`config.mk`:
```
export PLATFORM = sky130hd
export DESIGN_NAME = alu_ctrl
export DESIGN_NICKNAME = d
export VERILOG_FILES = /design/src/rtl/alu_ctrl.sv
export SDC_FILE = /design/constraint.sdc
export NUM_CORES = 1
export LEC_CHECK = 0
export ABC_AREA = 1
export BUFFER_PORTS_ARGS = -buffer_cell sky130_fd_sc_hd__buf_2
export CAP_MARGIN = 0
export CORE_UTILIZATION = 45
export CTS_CLUSTER_DIAMETER = 200
export DETAILED_ROUTE_END_ITERATION = 8
export GPL_ROUTABILITY_DRIVEN = 0
export PLACE_DENSITY = 0.66
export SETUP_SLACK_MARGIN = 0.4
export SYNTH_ARGS = -nofsm -noshare
export SYNTH_HDL_FRONTEND = slang
export SYNTH_SLANG_ARGS = --single-unit
```
`constraint.sdc`:
```
create_clock -name clk -period 3.8 [get_ports clk]
set_clock_uncertainty 0.15 [all_clocks]
set_input_delay 0.57 -clock clk [delete_from_list [all_inputs] [get_ports clk]]
set_output_delay 0.57 -clock clk [all_outputs]
set_load 0.01 [all_outputs]
```
`src/rtl/alu_ctrl.sv`:
```
// Command-queue front end for an external combinational 8-bit ALU: FIFO, one-shot issue, held response.
// Optional macro ALU_CTRL_CHAIN_EN lets a command take operand A from the previous result.
module alu_ctrl #(
  parameter int unsigned DEPTH = 4
) (
  input  logic       clk,
  input  logic       rst,
  input  logic       cmd_valid,
  output logic       cmd_ready,
  input  logic [3:0] cmd_opcode,
  input  logic [7:0] cmd_a,
  input  logic [7:0] cmd_b,
  input  logic       cmd_chain,
  output logic [3:0] alu_opcode,
  output logic [7:0] alu_a,
  output logic [7:0] alu_b,
  input  logic [7:0] alu_out,
  input  logic [3:0] alu_flag,
  output logic       rsp_valid,
  input  logic       rsp_ready,
  output logic [7:0] rsp_data,
  output logic [3:0] rsp_flag,
  output logic [3:0] rsp_tag
);

  localparam int unsigned AW = $clog2(DEPTH);
  localparam int unsigned CW = AW + 1;

  typedef enum logic [1:0] {S_IDLE, S_EXEC, S_RESP} state_t;

  state_t          r_state;
  state_t          w_state_nxt;
  logic            w_pop;
  logic            w_capture;
  logic            w_release;

  logic [3:0]      r_mem_op  [0:DEPTH-1];
  logic [7:0]      r_mem_a   [0:DEPTH-1];
  logic [7:0]      r_mem_b   [0:DEPTH-1];
  logic [3:0]      r_mem_tag [0:DEPTH-1];
  logic [AW-1:0]   r_wr_ptr;
  logic [AW-1:0]   r_rd_ptr;
  logic [CW-1:0]   r_count;
  logic [3:0]      r_tag_cnt;
  logic [3:0]      r_exec_tag;
  logic            w_full;
  logic            w_empty;
  logic            w_push;
  logic [7:0]      w_head_a;

  assign w_full    = (r_count == CW'(DEPTH));
  assign w_empty   = (r_count == '0);
  // Ready looks only at the registered occupancy, so a same-cycle pop never frees a slot early.
  assign cmd_ready = !rst && !w_full;
  assign w_push    = cmd_valid && cmd_ready;

`ifdef ALU_CTRL_CHAIN_EN
  logic            r_mem_chain [0:DEPTH-1];
  logic [7:0]      r_last;

  always_ff @(posedge clk) begin
    if (w_push) r_mem_chain[r_wr_ptr] <= cmd_chain;
  end

  always_ff @(posedge clk) begin
    if (rst)            r_last <= 8'h00;
    else if (w_capture) r_last <= alu_out;
  end

  assign w_head_a = r_mem_chain[r_rd_ptr] ? r_last : r_mem_a[r_rd_ptr];
`else
  logic            w_unused_chain;

  assign w_unused_chain = cmd_chain;
  assign w_head_a       = r_mem_a[r_rd_ptr];
`endif

  // Queue storage, written at the tail on each accepted command.
  always_ff @(posedge clk) begin
    if (w_push) begin
      r_mem_op[r_wr_ptr]  <= cmd_opcode;
      r_mem_a[r_wr_ptr]   <= cmd_a;
      r_mem_b[r_wr_ptr]   <= cmd_b;
      r_mem_tag[r_wr_ptr] <= r_tag_cnt;
    end
  end

  always_ff @(posedge clk) begin
    if (rst) begin
      r_wr_ptr  <= '0;
      r_rd_ptr  <= '0;
      r_count   <= '0;
      r_tag_cnt <= 4'd0;
    end else begin
      if (w_push) begin
        r_wr_ptr  <= r_wr_ptr + AW'(1);
        r_tag_cnt <= r_tag_cnt + 4'd1;
      end
      if (w_pop) r_rd_ptr <= r_rd_ptr + AW'(1);
      case ({w_push, w_pop})
        2'b10:   r_count <= r_count + CW'(1);
        2'b01:   r_count <= r_count - CW'(1);
        default: r_count <= r_count;
      endcase
    end
  end

  always_ff @(posedge clk) begin
    if (rst) r_state <= S_IDLE;
    else     r_state <= w_state_nxt;
  end

  always_comb begin
    w_state_nxt = r_state;
    case (r_state)
      S_IDLE:  if (!w_empty) w_state_nxt = S_EXEC;
      S_EXEC:  w_state_nxt = S_RESP;
      S_RESP:  if (rsp_ready) w_state_nxt = S_IDLE;
      default: w_state_nxt = S_IDLE;
    endcase
  end

  always_comb begin
    w_pop     = 1'b0;
    w_capture = 1'b0;
    w_release = 1'b0;
    case (r_state)
      S_IDLE:  w_pop     = !w_empty;
      S_EXEC:  w_capture = 1'b1;
      S_RESP:  w_release = rsp_ready;
      default: ;
    endcase
  end

  // Issue registers toward the ALU and the held response registers.
  always_ff @(posedge clk) begin
    if (rst) begin
      alu_opcode <= 4'd0;
      alu_a      <= 8'h00;
      alu_b      <= 8'h00;
      r_exec_tag <= 4'd0;
      rsp_valid  <= 1'b0;
      rsp_data   <= 8'h00;
      rsp_flag   <= 4'd0;
      rsp_tag    <= 4'd0;
    end else begin
      if (w_pop) begin
        alu_opcode <= r_mem_op[r_rd_ptr];
        alu_a      <= w_head_a;
        alu_b      <= r_mem_b[r_rd_ptr];
        r_exec_tag <= r_mem_tag[r_rd_ptr];
      end
      if (w_capture) begin
        rsp_valid <= 1'b1;
        rsp_data  <= alu_out;
        rsp_flag  <= alu_flag;
        rsp_tag   <= r_exec_tag;
      end else if (w_release) begin
        rsp_valid <= 1'b0;
      end
    end
  end

endmodule

```
==> results.md, run 1 <==
Detailed routing:
- For this block, the via count after detailed routing is 4355.
- The DRC violations left is 0.
- The first TritonRoute pass finished after 4 iterations.
- The routed wire length is 11800 µm.
- The count of antenna-violating nets left after detailed routing is 0.
- The average routed wire per standard cell is 12.4 µm.
- The number of vias per cell after detailed routing is 4.56.
- The first routing iteration left 290 violations.

Min path:
- The classification of the worst-slack hold path is in -> reg.

Final layout:
- The ratio of cells with drive above 1 in the final layout is approximately 15%.
- The total area of sequential cells is about 4000 µm².
- The growth of design area from synthesis to finish is 17.0%.
- The count of inserted antenna diode cells is 0.
- In the final layout, the multi-input gates occupy 1630 µm².
- The net total in the final layout is 810.
- The final-layout fill cell count is 1174.
- The final cell count without fillers is 955.

Timing:
- The share of the clock period used by the worst path after layout is 61.8%.
- Setup repair after global routing left no endpoint under its margin.
- The relative slew slack is 27.7%.
- The maximum clock frequency is 426 MHz.
- Adding up every negative setup slack in the final design gives 0 ps.
- The shortest period the worst path allows is ~2300 ps.
- The number of pins exceeding their max-slew limit in the final report is 0.
- The number of hold-slack violations in the final timing report is 0.
- For the pin with the worst max-slew slack, the measured transition is 1080 ps.
- Setup violations remaining at the end of the flow were counted as 0.

Die:
- The top-level I/O count is 75.
- In this run the standard cell core region covers 13500 µm².
- The floorplan has 42 rows.
- The horizontal die dimension is 120 µm.
- The die outline area is 14500 µm².
- The effective utilization at floorplan is 46.8%.
- The die span in y is between 100 and 150 µm.

Setup path:
- The critical path class is reg -> reg.
- Data arrives at the worst endpoint at 2500 ps.
- The number of buffers and inverters on the critical path is 3.
- The kind of cell adding the most delay to the critical path is simple AND/OR/NAND/NOR gates.
- The critical-path maximum fanout is between 50 and 60.
- Traced cell by cell, the critical path runs through nor2_1 -> nand2_4 -> inv_1 -> ha_1 -> inv_1 -> fa_1 -> inv_1 -> nand2_1 -> nand3_1 -> nand2_1 -> nand2_1 -> nor2_1.
- The setup slack of the most critical reg-to-reg path is 1450 ps.
- In this design, the stage delay of the slowest critical-path cell is 380 ps.
- The worst setup path is captured at a register.
- At the worst endpoint, the required time is approximately 4000 ps.
- For this design, the slowest cell found on the critical path is sky130_fd_sc_hd__fa_1.
- The kind of start point of the critical path is a register.

Power and ir drop:
- The maximum vdd ir drop is 0.344 mV.
- The power share of the clock group is a little under a third.
- For this design the static power due to leakage is 3.53 nW.
- The internal power is 3.54 mW.
- The power density over cell area is 710 nW/µm².
- The combinational power share is 27.9%.
- Of the total power, registers draw 40.2%.
- Net switching is 32.2% of the power.
- The switching power summed over all nets is 1.69 mW.

Global route:
- For met3 alone, demand over resource in global routing was between 5 and 6%.
- The largest net degree at the start of global routing is 53.
- met2 is the most crowded layer.
- The first global-routing pass estimated 19600 µm of wire.
- The met2 routing resource usage after global routing is 30.5%.
- The global-route usage over all layers is 17.7%.
- The via count of the first global-routing pass is 4197.
- The number of antenna violations at the first check in global routing is 1.
- The met1 track demand over resource is 20.6%.
- For this run the aggregate overflow at the end of global routing stands at 0.

Yosys:
- Counting instances in the post-synthesis netlist gives the leading cell types as sky130_fd_sc_hd__nand2_1, sky130_fd_sc_hd__inv_1, sky130_fd_sc_hd__edfxtp_1, sky130_fd_sc_hd__nor2_1, sky130_fd_sc_hd__nand3_1.
- The number of synthesis warnings is 0.
- The synthesized design contains 150 register bits.
- The count of mapped cells out of synthesis is around 700.
- The number of nets handed over by synthesis was 741.
- Among all flip-flop cells after synthesis, the most frequent one is sky130_fd_sc_hd__edfxtp_1.
- By area the synthesized netlist is led by sky130_fd_sc_hd__edfxtp_1, sky130_fd_sc_hd__dfxtp_1, sky130_fd_sc_hd__nand2_1.
- The proportion of synthesized chip area in sequential cells is 63.0%.
- The area share of the largest cell type after synthesis is 45.8%.
- Among all cell types in the netlist, the one instantiated most often is sky130_fd_sc_hd__nand2_1.
- The synthesized netlist occupies a cell area of between 6000 and 7000 µm².
- The proportion of register bits with asynchronous set or reset after synthesis is 0%.
- The synthesized design contains 96 enable-type register cells.
- After synthesis, the netlist uses 23 different library cells.
- The leading area contributor after synthesis is sky130_fd_sc_hd__edfxtp_1.
- The average footprint of a synthesized cell is 9.03 µm².

Clock network:
- The post-cts hold buffer count is 0.
- The H-tree generated during clock tree synthesis spans 4 levels.
- The post-cts gate resize count is 0.
- The CTS tree is yes.
- The count of buffers added by post-CTS timing repair for setup is 0.
- The clock passes through at most 2 buffers.
- The number of clock buffers inserted by TritonCTS is 17.
- After clock tree synthesis, the clock-pin slew on the worst setup and hold paths is 60 ps.
- The clock network latency to the later pin of the worst-skew pair is 400 ps.
- The cell at the root of the clock tree is sky130_fd_sc_hd__clkbuf_16.
- The TritonCTS sink count is 150.

Place:
- In this run, placement finished with an instance count of 923.
- Once detailed placement completed, the half-perimeter wirelength came to 7210 µm.
- Port buffering added 73 buffers.

Outcome:
- The run finished with clean final reports.

Run:
- The number of max-capacitance violations reported is 0.
-- final cells by class --
type                            instances  area share [%]
Clock buffer                           20            5.93
Clock inverter                         12            2.16
Inverter                              141            7.19
Multi-Input combinational cell        376            22.2
Sequential cell                       150            53.9
Tap cell                              176            2.99
Timing Repair Buffer                   80            5.68
-- state kept, by name, indices dropped and copies added, names as in the netlist, 3 cells and up --
name        count
alu_a           8
rsp_data        8
r_mem_b        32
alu_b           8
r_mem_op       16
rsp_tag         4
r_mem_tag      16
r_exec_tag      4
rsp_flag        4
alu_opcode      4
r_tag_cnt       4
r_mem_a        32
r_count         3
-- cell usage in the layout, fill, tap and decap left out, types with 3 or more instances in the layout --
master	netlist	layout
sky130_fd_sc_hd__clkbuf_1	5	3
sky130_fd_sc_hd__clkbuf_16	0	17
sky130_fd_sc_hd__clkinv_1	0	4
sky130_fd_sc_hd__o21ai_0	18	18
sky130_fd_sc_hd__inv_1	138	138
sky130_fd_sc_hd__nor2_1	86	82
sky130_fd_sc_hd__edfxtp_1	96	96
sky130_fd_sc_hd__clkinv_2	0	3
sky130_fd_sc_hd__nand2_1	185	185
sky130_fd_sc_hd__buf_2	17	73
sky130_fd_sc_hd__nand3_1	60	60
sky130_fd_sc_hd__dfxtp_1	54	54
sky130_fd_sc_hd__ha_1	6	6
sky130_fd_sc_hd__a21oi_1	12	12
sky130_fd_sc_hd__nor2_2	1	5
sky130_fd_sc_hd__inv_2	3	3
sky130_fd_sc_hd__buf_4	5	7
sky130_fd_sc_hd__bufinv_16	0	4
-- per-stage QoR --
step	cell area, µm²	util [%]	setup slack (ps)	hold WS (ps)	total power, mW
after floorplan	6290	-	1210	279	3.26
after detailed placement	6770	50.3	1450	293	3.62
after global placement	6770	50.3	1470	290	3.57
after CTS	7360	54.7	1430	206	5.30
final	7360	54.7	1450	226	5.23
after global routing	7360	54.7	1220	207	5.59
-- power groups by stage --
stage	sequential [mW]	combinational, mW	clock, mW
3_5_place_dp	2.13	1.49	0
2_1_floorplan	2.17	1.09	0
6_report	2.10	1.46	1.67
4_1_cts	2.10	1.49	1.71
5_1_grt	2.13	1.69	1.77
3_3_place_gp	2.12	1.44	0
-- worst paths after layout --
kind / cells past startpoint / to / from
worst min register to register: 2 / rsp_tag[3] / r_exec_tag[3]
worst max register to register: 12 / r_count[2] / r_state[1]
worst min-delay path: 1 / r_mem_op[2][0] / cmd_opcode[0]
worst max-delay path: 12 / r_count[2] / r_state[1]
-- cells by family after synthesis --
logic type	after synthesis	synth area share, %
AO/OA/AOI/OAI	31	2.47
buffers and inverters	171	11.2
adder cells (fa/ha/maj)	7	1.51
XOR/XNOR	1	0.139
AND/OR/NAND/NOR	337	21.7
flip-flops	150	63.0
-- per-layer routing --
layer  vias to the layer above  wire length (µm)
li1                       2274                 -
met3                         8               672
met5                         -                12
met2                       115              5900
met4                         2               123
met1                      1956              5130
No activity file was read; power rests on OpenSTA's default activity.
==> inputs of run 2 (changes only) <==
Clock period 3.8 ns to 2.3 ns, I/O delays scaled along.
==> run 2 against run 1 <==
- non-clock buffer count up 23
- sequential share of layout area is 1.5 points lower
- die area unchanged
- global-route usage rose by 0.44 points
- register-to-register slack got worse by 910 ps
- clock power is 50% higher
- core utilization increased by 1.6 points
- cell count grew 2.4%
- worst hold slack got worse by 210 ps
==> results.md, run 2 (synthesized netlist as in run 1, its figures left out) <==
Outcome:
- Run status: finished, final reports clean (unchanged).

Final layout:
- The final-layout fill cell count came to 1193 (was 1174).
- The ratio of cells with drive above 1 in the final layout is 16.6% (was 14.9%).
- Commonest cells after routing, fill and taps aside: sky130_fd_sc_hd__nand2_1, sky130_fd_sc_hd__inv_1, sky130_fd_sc_hd__edfxtp_1 (unchanged).
- The count of inserted antenna diode cells came to 0 (unchanged).
- The growth of design area from synthesis to finish is 20.5% (was 17.0%).
- The final cell count without fillers was 978 (was 955).
- The final standard cell utilization of the core came to 56.4% (was 54.7%).
- The final design area excluding fillers was 7580 µm² (was 7360 µm²).
- The most frequent standard cell in the layout excluding fill and tap cells is sky130_fd_sc_hd__nand2_1 (unchanged).
- The net total in the final layout was 833 (was 810).
- Biggest regs: r_mem_a x32, r_mem_b x32 (unchanged).

Power and ir drop:
- The power consumption came to 8.50 mW (was 5.23 mW).
- The power share of the clock group came to 29.4% (was 31.9%).
- The internal power was 5.67 mW (was 3.54 mW).
- The portion of total power attributed to sequential cells is 40.7% (was 40.2%).
- The proportion of total power due to net switching is 33.3% (was 32.2%).
- The static leakage power came to 3.62 nW (was 3.53 nW).
- The power density over cell area is 1120 nW/µm² (was 710 nW/µm²).
- The combinational power share came to 30.0% (was 27.9%).
- The switching power summed over all nets is 2.83 mW (was 1.69 mW).
- The maximum vdd ir drop is 0.519 mV (was 0.344 mV).

Die:
- The horizontal die dimension is 120 µm (unchanged).
- The top-level I/O count came to 75 (unchanged).
- The die outline area is 14500 µm² (unchanged).
- The effective utilization at floorplan was 46.8% (unchanged).
- The total number of placement rows was 42 (unchanged).
- The standard cell core area was 13500 µm² (unchanged).
- The die span in y came to 120 µm (unchanged).

Timing:
- The number of hold-slack violations in the final timing report is 0 (unchanged).
- The number of pins exceeding their max-slew limit in the final report is 0 (unchanged).
- The sum of negative setup slack is 0 ps (unchanged).
- The minimum setup slack in the final design is 502 ps (was 1450 ps).
- The final hold slack is 12.7 ps (was 226 ps).
- Dividing the final minimum period by the clock period gives 78.2%.
- The shortest period the worst path allows is between 1500 and 2000 ps.
- Static timing analysis puts the maximum clock frequency at 556 MHz.
- Setup repair after global routing missed its margin: false (unchanged).
- The relative slew slack is 63.6% (was 27.7%).
- The transition time at the pin with the least slew margin came to 547 ps (was 1080 ps).
- The number of failing setup endpoints in the final timing report is 0 (unchanged).

Clock network:
- The cell at the root of the clock tree is sky130_fd_sc_hd__clkbuf_16 (unchanged).
- The TritonCTS sink count is 150 (unchanged).
- The CTS tree was yes (unchanged).
- The count of buffers added by post-CTS timing repair for setup is 0 (unchanged).
- The H-tree level count is 4 (unchanged).
- The clock network latency to the later pin of the worst-skew pair came to 410 ps (was 400 ps).
- The maximum buffer depth of the clock tree is 2 (unchanged).
- The clock-pin slew on the worst setup and hold paths is 50 ps (was 60 ps).
- The number of clock buffers inserted by TritonCTS was 17 (unchanged).

Global route:
- The global route total overflow is 0 (unchanged).
- The number of antenna violations at the first check in global routing is 0 (was 1).
- The first-pass GRT wire length is 20400 µm (was 19600 µm).
- The global-route usage over all layers was 18.2% (was 17.7%).
- The largest net degree at the start of global routing came to 52 (was 53).
- The via count of the first global-routing pass is 4352 (was 4197).

Detailed routing:
- The DRC violations left was 0 (unchanged).
- The average routed wire per standard cell is 12.2 µm (was 12.4 µm).
- The routed via count came to 4456 (was 4355).
- The number of optimization iterations in the first detailed-route pass is 4 (unchanged).
- The count of antenna-violating nets left after detailed routing was 0 (unchanged).
- The number of vias per cell after detailed routing is 4.56 (about the same).
- The DRC marker count from the first detailed-route iteration is 203 (was 290).
- The routed wire length came to 11900 µm (was 11800 µm).

Setup path:
- The kind of cell adding the most delay to the critical path is flip-flops (was simple AND/OR/NAND/NOR gates).
- The maximum single-stage delay on the critical path is 370 ps (was 380 ps).
- Cell-by-cell trace of the critical path: nor2_4 -> a21oi_1 -> buf_2 (was nor2_1 -> nand2_4 -> inv_1 -> ha_1 -> inv_1 -> fa_1 -> inv_1 -> nand2_1 -> nand3_1 -> nand2_1 -> nand2_1 -> nor2_1).
- The endpoint type of the worst setup path is a primary output (was register).
- The critical-path maximum fanout is 4 (was 52).
- The standard cell with the maximum stage delay on the critical path is sky130_fd_sc_hd__dfxtp_2 (was sky130_fd_sc_hd__fa_1).
- The kind of start point of the critical path is a register (unchanged).
- The reg-to-reg endpoint is r_count[1] (was r_count[2]).
- The data arrival time of the critical path is 1300 ps (was 2500 ps).
- The critical path class is reg -> out (was reg -> reg).
- The required time of the critical path is 1800 ps (was 3950 ps).
- The cell depth of the worst flop-to-flop path was 8 (was 12).
- The launch point of the critical path is r_count[0] (was r_state[1]).
- The launch point of the worst reg-to-reg path is r_count[1] (was r_state[1]).
- The setup slack of the most critical reg-to-reg path is 540 ps (was 1450 ps).
- The worst path buffer plus inverter count was 1 (was 3).

Place:
- The post-place setup slack was 344 ps (was 1450 ps).
- The final HPWL from detailed placement is 7270 µm (was 7210 µm).
- The cell count after placement is 929 (was 923).
- The placed standard-cell area is 6820 µm² (was 6770 µm²).
- The count of input and output buffers is 73 (unchanged).

Run:
- The number of max-capacitance violations reported is 0 (unchanged).

Min path:
- The hold path startpoint was cmd_opcode[1] (was cmd_opcode[0]).
- The cell count of the worst hold path is 1 (unchanged).
- The endpoint of the worst hold-timing path was r_mem_op[3][1] (was r_mem_op[2][0]).
- The classification of the worst-slack hold path was in -> reg (unchanged).
run 2: changes by cell type in the layout (fill, tap and decap cells not counted), sizes merged:
cell / change
buf: +6
bufinv: -3
clkbuf: +3
clkinv: -1
clkinvlp: +1
dlygate4sd3: +17
run 2: worst reg2reg max path, stage by stage (launching register included):
cell and delay (ps):
sky130_fd_sc_hd__dfxtp_2 340, sky130_fd_sc_hd__nor2_4 160, sky130_fd_sc_hd__nand2_2 90, sky130_fd_sc_hd__nand2_4 70
sky130_fd_sc_hd__inv_2 50, sky130_fd_sc_hd__ha_4 150, sky130_fd_sc_hd__inv_1 90, sky130_fd_sc_hd__fa_2 440
sky130_fd_sc_hd__a21oi_1 160
run 2: layout make-up:
class                           instances  area [µm²]  area share [%]
Clock buffer                           23         458            6.04
Clock inverter                          9        80.1            1.06
Inverter                              141         529            6.98
Multi-Input combinational cell        376        1680            22.1
Sequential cell                       150        3970            52.4
Tap cell                              176         220            2.90
Timing Repair Buffer                  103         646            8.52
run 2: what timing repair did:
item,CTS,global route
endpoints found under the setup margin,1,47
hold endpoints to repair,55,4
resized for setup,3,11
hold buffers,15,2
pin swaps,0,2
run 2: power by group through the flow:
| stage | Combinational [mW] | Sequential (mW) | Clock (mW) |
|---|---|---|---|
| floorplan | 1.81 | 3.58 | 0 |
| global placement | 2.45 | 3.47 | 0 |
| detailed placement | 2.52 | 3.50 | 0 |
| CTS | 2.56 | 3.45 | 2.55 |
| global route | 2.96 | 3.50 | 2.66 |
| finish | 2.55 | 3.46 | 2.50 |
run 2: how the worst max path moves through the flow:
stage	cells after the start	end	slack [ps]
2_1_floorplan	3	r_mem_a[0][0]	290
3_3_place_gp	12	r_count[2]	360
3_5_place_dp	12	r_count[2]	340
4_1_cts	11	r_count[2]	400
5_1_grt	12	r_count[2]	400
6_report	3	cmd_ready	500
run 2: metal layers:
metal / GRT usage [%] / routed length, µm / up-vias
met4: 8.18 / 121 / 0
met5: 0 / 0 / -
met2: 30.7 / 5920 / 107
li1: - / - / 2319
met1: 22.4 / 5200 / 2022
met3: 3.87 / 657 / 8
==> inputs of run 3 (changes only) <==
Clock period 2.3 ns to 1.76 ns, I/O delays scaled along.
==> run 3 against run 2 <==
- largest cell class unchanged
- count of clock-buffer cells in the layout decreased by 3
- routed wire length increased by 20%
- sequential power increased by 30%
- non-clock buffer count increased by 49
- the run now ends with setup timing left
- largest power group is now combinational logic
==> results.md, run 3 (synthesized netlist as in run 1, its figures left out) <==
Clock network:
- The CTS tree is yes (unchanged).
- The cell at the root of the clock tree is sky130_fd_sc_hd__clkbuf_16 (unchanged).
- The H-tree level count was 4 (unchanged).
- The maximum buffer depth of the clock tree is 2 (unchanged).
- The clock-pin slew on the worst setup and hold paths is 60 ps (was 50 ps).
- The number of clock buffers inserted by TritonCTS is 17 (unchanged).
- The clock network latency to the later pin of the worst-skew pair came to 420 ps (was 410 ps).
- The TritonCTS sink count came to 150 (unchanged).

Final layout:
- The growth of design area from synthesis to finish is 32.9% (was 20.5%).
- The count of inserted antenna diode cells was 0 (unchanged).
- Biggest regs: r_mem_a x32, r_mem_b x32 (unchanged).
- The final cell count without fillers came to 1027 (was 978).
- The ratio of cells with drive above 1 in the final layout is 20.7% (was 16.6%).
- The most frequent standard cell in the layout excluding fill and tap cells was sky130_fd_sc_hd__nand2_1 (unchanged).
- The net total in the final layout is 882 (was 833).
- Commonest cells after routing, fill and taps aside: sky130_fd_sc_hd__nand2_1, sky130_fd_sc_hd__inv_1, sky130_fd_sc_hd__edfxtp_1 (unchanged).

Detailed routing:
- The routed wire length was 14300 µm (was 11900 µm).
- The number of vias per cell after detailed routing is 4.66 (was 4.56).
- The count of antenna-violating nets left after detailed routing came to 0 (unchanged).
- The DRC violations left is 0 (unchanged).
- The DRC marker count from the first detailed-route iteration is 243 (was 203).
- The routed via count was 4787 (was 4456).
- The average routed wire per standard cell is 14.0 µm (was 12.2 µm).
- The number of optimization iterations in the first detailed-route pass is 4 (unchanged).

Global route:
- The largest net degree at the start of global routing came to 52 (unchanged).
- The global-route usage over all layers came to 19.1% (was 18.2%).
- The number of antenna violations at the first check in global routing is 0 (unchanged).
- The first-pass GRT wire length is 21100 µm (was 20400 µm).
- The global route total overflow was 0 (unchanged).
- The via count of the first global-routing pass was 4541 (was 4352).

Timing:
- The number of hold-slack violations in the final timing report is 0 (unchanged).
- The smallest clock period supported by the final layout is computed as 1810 ps.
- Setup repair after global routing missed its margin: true (was false).
- The sum of negative setup slack came to -60.1 ps (was 0 ps).
- The minimum setup slack in the final design came to -48.9 ps (was 502 ps).
- The transition time at the pin with the least slew margin is 543 ps (was 547 ps).
- The number of failing setup endpoints in the final timing report is 2 (was 0).
- Of the available clock period, the critical path in the final layout requires 103%.
- The maximum clock frequency is 553 MHz.
- The number of pins exceeding their max-slew limit in the final report was 0 (unchanged).
- The relative slew slack came to 63.8% (was 63.6%).

Setup path:
- The kind of cell adding the most delay to the critical path is simple AND/OR/NAND/NOR gates (was flip-flops).
- In this design, the critical path's most frequently occurring cell is sky130_fd_sc_hd__nand2_1.
- Cell-by-cell trace of the critical path: nor2_4 -> nand2_4 -> nand3_4 -> ha_4 -> inv_2 -> fa_2 -> nand2_2 -> nand3_2 -> nand2_1 -> nand2_1 -> nor2_1 (was nor2_4 -> a21oi_1 -> buf_2).
- The critical path class is reg -> reg (was reg -> out).
- The data arrival time of the critical path is 2010 ps (was 1300 ps).
- The critical-path maximum fanout is 3 (was 4).
- The kind of start point of the critical path is a register (unchanged).
- The setup slack of the most critical reg-to-reg path is -50 ps (was 540 ps).
- The required time of the critical path is 1960 ps (was 1800 ps).
- The endpoint type of the worst setup path is a register (was primary output).
- The standard cell with the maximum stage delay on the critical path is sky130_fd_sc_hd__fa_2 (was sky130_fd_sc_hd__dfxtp_2).
- The maximum single-stage delay on the critical path is 370 ps (about the same).
- The reg-to-reg endpoint is r_count[2] (was r_count[1]).
- The launch point of the worst reg-to-reg path is r_count[1] (unchanged).
- The worst path buffer plus inverter count is 1 (unchanged).
- The cell depth of the worst flop-to-flop path came to 11 (was 8).

Die:
- The top-level I/O count is 75 (unchanged).
- The standard cell core area is 13500 µm² (unchanged).
- The effective utilization at floorplan is 46.8% (unchanged).
- The horizontal die dimension is 120 µm (unchanged).
- The die span in y is 120 µm (unchanged).
- The die outline area is 14500 µm² (unchanged).
- The total number of placement rows came to 42 (unchanged).

Min path:
- The cell count of the worst hold path is 3 (was 1).
- The classification of the worst-slack hold path is in -> reg (unchanged).
- The hold path startpoint is cmd_valid (was cmd_opcode[1]).
- The endpoint of the worst hold-timing path is r_tag_cnt[2] (was r_mem_op[3][1]).

Power and ir drop:
- The maximum vdd ir drop came to 0.770 mV (was 0.519 mV).
- The static leakage power is 3.96 nW (was 3.62 nW).
- The power consumption was 12.8 mW (was 8.50 mW).
- The power density over cell area came to 1530 nW/µm² (was 1120 nW/µm²).

Outcome:
- Run status: finished with violations (was finished, final reports clean).
- The checks that failed: setup timing.

Place:
- The final HPWL from detailed placement is 7740 µm (was 7270 µm).
- The count of input and output buffers was 73 (unchanged).
- The cell count after placement is 939 (was 929).

Run:
- The number of max-capacitance violations reported came to 0 (unchanged).
run 3: changes by cell type in the layout (fill, tap and decap cells not counted), moves of 3 or more:
| cell | delta |
|---|---|
| sky130_fd_sc_hd__inv_4 | +3 |
| sky130_fd_sc_hd__buf_6 | +6 |
| sky130_fd_sc_hd__a21oi_1 | -3 |
| sky130_fd_sc_hd__nor2_4 | +4 |
| sky130_fd_sc_hd__dlygate4sd3_1 | +18 |
| sky130_fd_sc_hd__nor2_2 | -3 |
| sky130_fd_sc_hd__clkbuf_16 | +4 |
| sky130_fd_sc_hd__inv_1 | -4 |
| sky130_fd_sc_hd__buf_4 | +10 |
| sky130_fd_sc_hd__clkinv_2 | -4 |
| sky130_fd_sc_hd__buf_12 | +10 |
run 3: final cells by class:
cell class              instances  area [µm²]
repair buffers                152        1320
well taps                     176         220
flip-flops and latches        150        3970
inverters                     141         537
fillers                      1091        5090
multi-input cells             376        1730
clock buffers                  20         437
clock inverters                12         154
run 3: worst min-delay path, stage by stage:
cell                      delay (ps)
sky130_fd_sc_hd__buf_2           160
sky130_fd_sc_hd__nand3_1          90
sky130_fd_sc_hd__nand2_1          40
run 3: power breakdown:
| part | internal (mW) | switching [mW] | total (mW) |
|---|---|---|---|
| clock network | 2.23 | 1.38 | 3.61 |
| logic | 1.96 | 2.72 | 4.68 |
| registers | 4.27 | 0.239 | 4.51 |
| total | 8.47 | 4.34 | 12.8 |
run 3: how the worst max path moves through the flow:
stage / cells after the start / startpoint / slack, ps / to
2_1_floorplan: 12 / r_count[1] / -70 / r_count[2]
3_3_place_gp: 12 / r_state[0] / -50 / r_count[2]
3_5_place_dp: 11 / r_state[0] / -110 / r_count[2]
4_1_cts: 12 / r_count[0] / 40 / r_count[2]
5_1_grt: 12 / r_count[2] / -130 / r_count[2]
6_report: 11 / r_count[1] / -50 / r_count[2]
run 3: per-layer routing:
layer | part of all wire, % | global-route usage, % | routed length [µm] | vias to the layer above
li1 | - | - | - | 2424
met1 | 41 | 22.2 | 5950 | 2233
met2 | 53 | 33.6 | 7530 | 112
met3 | 4.7 | 4.67 | 667 | 18
met4 | 1.3 | 8.18 | 184 | 0
met5 | 0 | 0 | 0 | -
run 3: repair_timing:
item | CTS | global route
gates resized for setup | 13 | 22
gates cloned | 1 | 7
endpoints found under the setup margin | 127 | 140
pin swaps | 12 | 7
buffers inserted | 6 | 7
hold endpoints to repair | 95 | 0
hold buffers | 35 | 0
run 3: through the flow:
step	cell area, µm²	hold slack (ps)	util, %	setup slack, ps
6_report	8360	36.8	62.2	-48.9
5_1_grt	8360	57.4	62.2	-129
4_1_cts	8110	24.2	60.3	44.1
3_5_place_dp	7050	294	52.4	-109
3_3_place_gp	7050	289	52.4	-45.9
2_1_floorplan	6360	183	-	-67.5
